<file path="src/rtl/keyword_scanner_if.sv">
// Byte-stream and configuration bundle for keyword_scanner.
// Master drives the stream and configuration; slave returns match/alert/count/fill.
interface keyword_scanner_if #(
  parameter int MAX_LEN = 8,
  parameter int CNT_W   = 16
);
  localparam int LW = $clog2(MAX_LEN + 1);
  localparam int IW = $clog2(MAX_LEN);

  // in_valid qualifies in_ascii for one cycle; there is no back-pressure,
  // and a byte presented together with a config write is dropped.
  logic             in_valid;
  logic [7:0]       in_ascii;
  logic             cfg_we;
  logic [IW-1:0]    cfg_idx;
  logic [7:0]       cfg_char;
  logic             cfg_len_we;
  logic [LW-1:0]    cfg_len;
  logic             alert_clr;
  logic             cnt_clr;
  logic             match;
  logic             alert;
  logic [CNT_W-1:0] hit_count;
  logic [LW-1:0]    fill;

  modport master (
    output in_valid, in_ascii, cfg_we, cfg_idx, cfg_char, cfg_len_we, cfg_len,
           alert_clr, cnt_clr,
    input  match, alert, hit_count, fill
  );

  modport slave (
    input  in_valid, in_ascii, cfg_we, cfg_idx, cfg_char, cfg_len_we, cfg_len,
           alert_clr, cnt_clr,
    output match, alert, hit_count, fill
  );
endinterface

</file>
<file path="src/rtl/keyword_scanner.sv">
// Streaming keyword detector with a runtime-programmable pattern of up to MAX_LEN bytes.
// Optional macro CASE_FOLD_EN: fold a-z to A-Z before every comparison.
module keyword_scanner #(
  parameter int MAX_LEN = 8,
  parameter int CNT_W   = 16
) (
  input  logic               clk,
  input  logic               rst,
  keyword_scanner_if.slave   bus
);
  localparam int LW = $clog2(MAX_LEN + 1);
  localparam int IW = $clog2(MAX_LEN);

  logic [7:0]       pat_q [MAX_LEN];
  logic [7:0]       pat_d [MAX_LEN];
  logic [7:0]       win_q [MAX_LEN-1];
  logic [7:0]       win_d [MAX_LEN-1];
  logic [LW-1:0]    len_q, len_d;
  logic [LW-1:0]    fill_q, fill_d;
  logic             match_q, match_d;
  logic             alert_q, alert_d;
  logic [CNT_W-1:0] cnt_q, cnt_d;

  logic             idx_ok;
  logic             cfg_wr;
  logic             accept;
  logic             hit;
  logic [LW-1:0]    len_m1;
  logic [LW-1:0]    pi;
  logic [LW:0]      fill_p1;

  function automatic logic [7:0] fold(input logic [7:0] c);
`ifdef CASE_FOLD_EN
    if (c >= 8'h61 && c <= 8'h7A) return c - 8'h20;
`endif
    return c;
  endfunction

  always_comb begin
    pat_d   = pat_q;
    win_d   = win_q;
    len_d   = len_q;
    fill_d  = fill_q;
    pi      = '0;
    idx_ok  = (int'(bus.cfg_idx) < MAX_LEN);
    cfg_wr  = (bus.cfg_we && idx_ok) || bus.cfg_len_we;
    accept  = bus.in_valid && !cfg_wr;
    len_m1  = len_q - LW'(1);
    fill_p1 = {1'b0, fill_q} + (LW+1)'(1);

    // The incoming byte closes the pattern; history supplies the len-1 bytes before it.
    hit = accept && (len_q != '0) && (fill_p1 >= {1'b0, len_q}) &&
          (fold(bus.in_ascii) == fold(pat_q[len_m1[IW-1:0]]));
    for (int k = 0; k < MAX_LEN - 1; k++) begin
      if (k + 1 < int'(len_q)) begin
        pi = len_q - LW'(k + 2);
        if (fold(win_q[k]) != fold(pat_q[pi[IW-1:0]])) hit = 1'b0;
      end
    end

    if (bus.cfg_we && idx_ok) pat_d[bus.cfg_idx] = bus.cfg_char;
    if (bus.cfg_len_we)
      len_d = (bus.cfg_len > LW'(MAX_LEN)) ? LW'(MAX_LEN) : bus.cfg_len;

    // Stale window contents after a flush are masked by the fill check.
    if (cfg_wr) begin
      fill_d = '0;
    end else if (accept) begin
      for (int k = MAX_LEN - 2; k > 0; k--) win_d[k] = win_q[k-1];
      win_d[0] = bus.in_ascii;
      if (fill_q != LW'(MAX_LEN)) fill_d = fill_q + LW'(1);
    end

    match_d = hit;
    alert_d = hit || (alert_q && !bus.alert_clr);
    if (hit) begin
      if (bus.cnt_clr)       cnt_d = CNT_W'(1);
      else if (cnt_q != '1) cnt_d = cnt_q + CNT_W'(1);
      else                   cnt_d = cnt_q;
    end else begin
      cnt_d = bus.cnt_clr ? '0 : cnt_q;
    end
  end

  always_ff @(posedge clk or posedge rst) begin
    if (rst) begin
      for (int i = 0; i < MAX_LEN; i++) pat_q[i] <= 8'h00;
      pat_q[0] <= 8'h42;
      pat_q[1] <= 8'h4F;
      pat_q[2] <= 8'h4D;
      pat_q[3] <= 8'h42;
      for (int i = 0; i < MAX_LEN - 1; i++) win_q[i] <= 8'h00;
      len_q   <= LW'(4);
      fill_q  <= '0;
      match_q <= 1'b0;
      alert_q <= 1'b0;
      cnt_q   <= '0;
    end else begin
      pat_q   <= pat_d;
      win_q   <= win_d;
      len_q   <= len_d;
      fill_q  <= fill_d;
      match_q <= match_d;
      alert_q <= alert_d;
      cnt_q   <= cnt_d;
    end
  end

  assign bus.match     = match_q;
  assign bus.alert     = alert_q;
  assign bus.hit_count = cnt_q;
  assign bus.fill      = fill_q;
endmodule

</file>
<file path="src/flat_wrapper.sv">
// flat-port wrapper written by rule: the top's interface ports become plain ports
module keyword_scanner_flat 
#(
  parameter int MAX_LEN = 8,
  parameter int CNT_W   = 16
)
  (clk, rst, bus_in_valid, bus_in_ascii, bus_cfg_we, bus_cfg_idx, bus_cfg_char, bus_cfg_len_we, bus_cfg_len, bus_alert_clr, bus_cnt_clr, bus_match, bus_alert, bus_hit_count, bus_fill);
  keyword_scanner_if #(.MAX_LEN(MAX_LEN), .CNT_W(CNT_W)) bus_i ();
  input  logic clk;
  input  logic rst;
  input wire logic [$bits(bus_i.in_valid)-1:0] bus_in_valid;
  input wire logic [$bits(bus_i.in_ascii)-1:0] bus_in_ascii;
  input wire logic [$bits(bus_i.cfg_we)-1:0] bus_cfg_we;
  input wire logic [$bits(bus_i.cfg_idx)-1:0] bus_cfg_idx;
  input wire logic [$bits(bus_i.cfg_char)-1:0] bus_cfg_char;
  input wire logic [$bits(bus_i.cfg_len_we)-1:0] bus_cfg_len_we;
  input wire logic [$bits(bus_i.cfg_len)-1:0] bus_cfg_len;
  input wire logic [$bits(bus_i.alert_clr)-1:0] bus_alert_clr;
  input wire logic [$bits(bus_i.cnt_clr)-1:0] bus_cnt_clr;
  output wire logic [$bits(bus_i.match)-1:0] bus_match;
  output wire logic [$bits(bus_i.alert)-1:0] bus_alert;
  output wire logic [$bits(bus_i.hit_count)-1:0] bus_hit_count;
  output wire logic [$bits(bus_i.fill)-1:0] bus_fill;
  assign bus_i.in_valid = bus_in_valid;
  assign bus_i.in_ascii = bus_in_ascii;
  assign bus_i.cfg_we = bus_cfg_we;
  assign bus_i.cfg_idx = bus_cfg_idx;
  assign bus_i.cfg_char = bus_cfg_char;
  assign bus_i.cfg_len_we = bus_cfg_len_we;
  assign bus_i.cfg_len = bus_cfg_len;
  assign bus_i.alert_clr = bus_alert_clr;
  assign bus_i.cnt_clr = bus_cnt_clr;
  assign bus_match = bus_i.match;
  assign bus_alert = bus_i.alert;
  assign bus_hit_count = bus_i.hit_count;
  assign bus_fill = bus_i.fill;
  keyword_scanner #(.MAX_LEN(MAX_LEN), .CNT_W(CNT_W)) u_core (.clk(clk), .rst(rst), .bus(bus_i));
endmodule
</file>
<file path="config.mk">
export PLATFORM = sky130hd
export DESIGN_NAME = keyword_scanner_flat
export DESIGN_NICKNAME = d
export VERILOG_FILES = /design/src/rtl/keyword_scanner_if.sv /design/src/rtl/keyword_scanner.sv /design/src/flat_wrapper.sv
export SDC_FILE = /design/constraint.sdc
export NUM_CORES = 1
export LEC_CHECK = 0
export ABC_AREA = 0
export CORE_MARGIN = 10
export CORE_UTILIZATION = 60
export CTS_BUF_LIST = sky130_fd_sc_hd__clkbuf_4 sky130_fd_sc_hd__clkbuf_8
export DETAILED_ROUTE_END_ITERATION = 6
export PLACE_DENSITY = 0.79
export SLEW_MARGIN = 10
export SYNTH_ARGS = -nofsm -noshare
export SYNTH_HDL_FRONTEND = slang
export SYNTH_SLANG_ARGS = --single-unit
export TNS_END_PERCENT = 1
</file>
<file path="constraint.sdc">
create_clock -name clk -period 5.6 [get_ports clk]
set_input_delay 1.12 -clock clk [delete_from_list [all_inputs] [get_ports clk]]
set_output_delay 1.12 -clock clk [all_outputs]
set_load 0.005 [all_outputs]
</file>
==> flow_metrics.tcl <==
set metrics [dict create \
    outcome "finished clean" \
    hold_class "reg2reg" \
    place.gp.congestion 0.968 \
    viasPerCell 6.79 \
    die_h_um 147 \
    antenna_cells 0 \
    cap_violations 0 \
    post-route-min-period_ns 4.20 \
    synth.distinct_cells 63 \
    clock_latency_ns 0.48 \
    cts_tree "done" \
    power.share.combinational 0.377 \
    grt_usage 0.248 \
    ys_warn_count 0 \
    ant_nets 0 \
    firstDrtPassIters 5 \
    crit_family "simple AND/OR/NAND/NOR gates" \
    ys.flop_type "dfrtp_1" \
    gr-usage-met3 0.0716 \
    utilization 0.674 \
    fin_tns_setup_ns 0 \
    ys_async_sr_fraction 1.00 \
    use_met1 0.319 \
    p_switching_uw 1610 \
    seq_area_sq_um 3670 \
    setup_viol 0 \
    max_stage_delay_ns 0.70 \
    numCtsBuffers 17 \
    drtIter0Drc 644 \
    grt_max_degree 100 \
    syn-cell-area_sq_um 9720 \
    clockBufferDepth 2 \
    grt_pass1_vias 7223 \
    cts_sinks 146 \
    fin_ws_ns 1.40 \
    vias 7160 \
    critPathArrivalTime_ns 4.58 \
    cts_max_level 4 \
    required_ns 5.98 \
    clockPowerShare 0.200 \
    p_total_uw 4260 \
    crit_top_cell "buf_4" \
    cp_slowest_cell "buf_4" \
    final_cell_mix "mux2_2, dfrtp_1, xnor2_1" \
    peakVddDrop_uv 234 \
    final_area_sq_um 10700 \
    critPathMaxFanout 58 \
    path_clk_slew_ns 0.08 \
    avgSynthCellArea_sq_um 12.3 \
    finClkSkew_ns 0.0117 \
    die_w_um 147 \
    worst_slew_pin_slew_ns 0.963 \
    synth.net_count 832 \
    crit_buf_inv 2 \
    multiInputGateArea_sq_um 5750 \
    synth_seq_cells 146 \
    grt_use_met2 0.396 \
    grt_overflow 0 \
    maxSlewViolCount 0 \
    maxSlewHeadroom 0.355 \
    clock-root-buffer "clkbuf_8" \
    wl_per_cell_um 25.3 \
    rsz0062_at_grt "no" \
    port_buffers 51 \
    antenna_found_initial 0 \
    p_per_area_nw_per_um2 398 \
    end_kind "flop" \
    place_area_sq_um 10300 \
    cts_hold_buf 0 \
    fp.dieArea_sq_um 21700 \
    core_sq_um 15900 \
    dpl.hpwl_um 19900 \
    top_usage_layer "met2" \
    syn_inst 793 \
    setup.worst_path.start_class "flop" \
    synth_edf_count 0 \
    rows 46 \
    n_fill_cell 1177 \
    crit_chain "buf_4 -> nor2b_1 -> o2bb2ai_2 -> o21a_1 -> or4b_1 -> o32a_1 -> nor4_2 -> nand4_1 -> buf_4 -> or4_1 -> a21oi_1" \
    start_util 0.612 \
    p_int_uw 2650 \
    place_ws_ns 1.39 \
    post_cts_resized 0 \
    syn_to_final_growth_pct 10.1 \
    drt-total-wl_um 26600 \
    hold_violations 0 \
    boundaryPins 52 \
    post_cts_buffers 0 \
    fmaxAchievable_mhz 238 \
    p_seq_frac 0.423 \
    drive_gt1_frac 0.311 \
    finalCritPeriodShare 0.750 \
    crit_type "reg2reg" \
    grt_first_pass_wirelength_um 41700 \
    yosysSeqAreaShare 0.378 \
    drc 0 \
    nets 866 \
    leakage_uw 0.00396 \
    swShare 0.378 \
    layout_commonest_cell "mux2_2" \
]
==> synth_stat cells (all sizes together) (4+ instances only) <==
master	n	area share
a21oi	24	0.012
a22o	10	0.0090
and3	4	0.0026
buf	28	0.023
clkbuf	16	0.0063
dfrtp	132	0.34
dfstp	14	0.038
ha	9	0.012
inv	10	0.0039
mux2	144	0.17
mux2i	33	0.034
mux4	54	0.13
nand2	18	0.0072
nand3	8	0.0041
nand4	35	0.023
nand4b	4	0.0036
nor2	11	0.0050
nor2b	5	0.0032
nor3	13	0.0067
nor3b	4	0.0031
o211ai	5	0.0039
o21ai	32	0.016
o22ai	10	0.0064
o31ai	5	0.0039
or3	18	0.012
or4	5	0.0039
xnor2	95	0.086
xor2	9	0.0081
==> kinds of logic after synthesis <==
kind of cell | synth area share
buf+inv | 0.0336
mux | 0.326
fa+ha+maj | 0.0116
compound gates | 0.0739
simple gates | 0.0833
xor+xnor | 0.0937
flops | 0.378
==> state kept, by name, indices dropped and copies added (netlist names) <==
register and count:
u_core.bus.alert 1, u_core.bus.fill 4, u_core.bus.hit_count 16, u_core.bus.match 1
u_core.len_q 4, u_core.pat_q 64, u_core.win_q 56
==> power groups by stage <==
stage	clock [uW]	combinational, uW	sequential (uW)
2_1_floorplan	0	1250	1610
3_5_place_dp	0	1580	1800
3_3_place_gp	0	1550	1770
5_1_grt	901	1710	1830
6_report	850	1610	1800
4_1_cts	859	1590	1780
==> worst paths after layout <==
check,from,slack [ns],end,cells after the start
max,u_core.len_q[0],1.40,u_core.bus.hit_count[14],11
min,u_core.bus.alert,0.51,u_core.bus.alert,1
max reg2reg,u_core.len_q[0],1.40,u_core.bus.hit_count[14],11
min reg2reg,u_core.bus.alert,0.51,u_core.bus.alert,1
max in group asynchronous,rst,3.29,u_core.pat_q[34],3
min in group asynchronous,rst,1.19,u_core.bus.fill[1],2
==> metrics by stage <==
step / hold WS [ns] / instances
floorplan: 0.474 / 793
global placement: 0.461 / 1024
detailed placement: 0.495 / 1024
CTS: 0.513 / 1055
global route: 0.542 / 1055
finish: 0.507 / 1055
==> routing by layer <==
layer / vias to the layer above / part of all wire
li1: 3127 / -
met1: 3660 / 0.41
met2: 318 / 0.48
met3: 55 / 0.085
met4: 0 / 0.023
met5: - / 0
==> final cells by class <==
class / instances / share of cell area
clock buffer: 22 / 0.0271
clock inverter: 9 / 0.00993
inverter: 11 / 0.00432
multi-input combinational: 592 / 0.537
sequential: 146 / 0.343
tap: 216 / 0.0252
timing repair buffer: 59 / 0.0533
(Power assumes the default switching activity.)
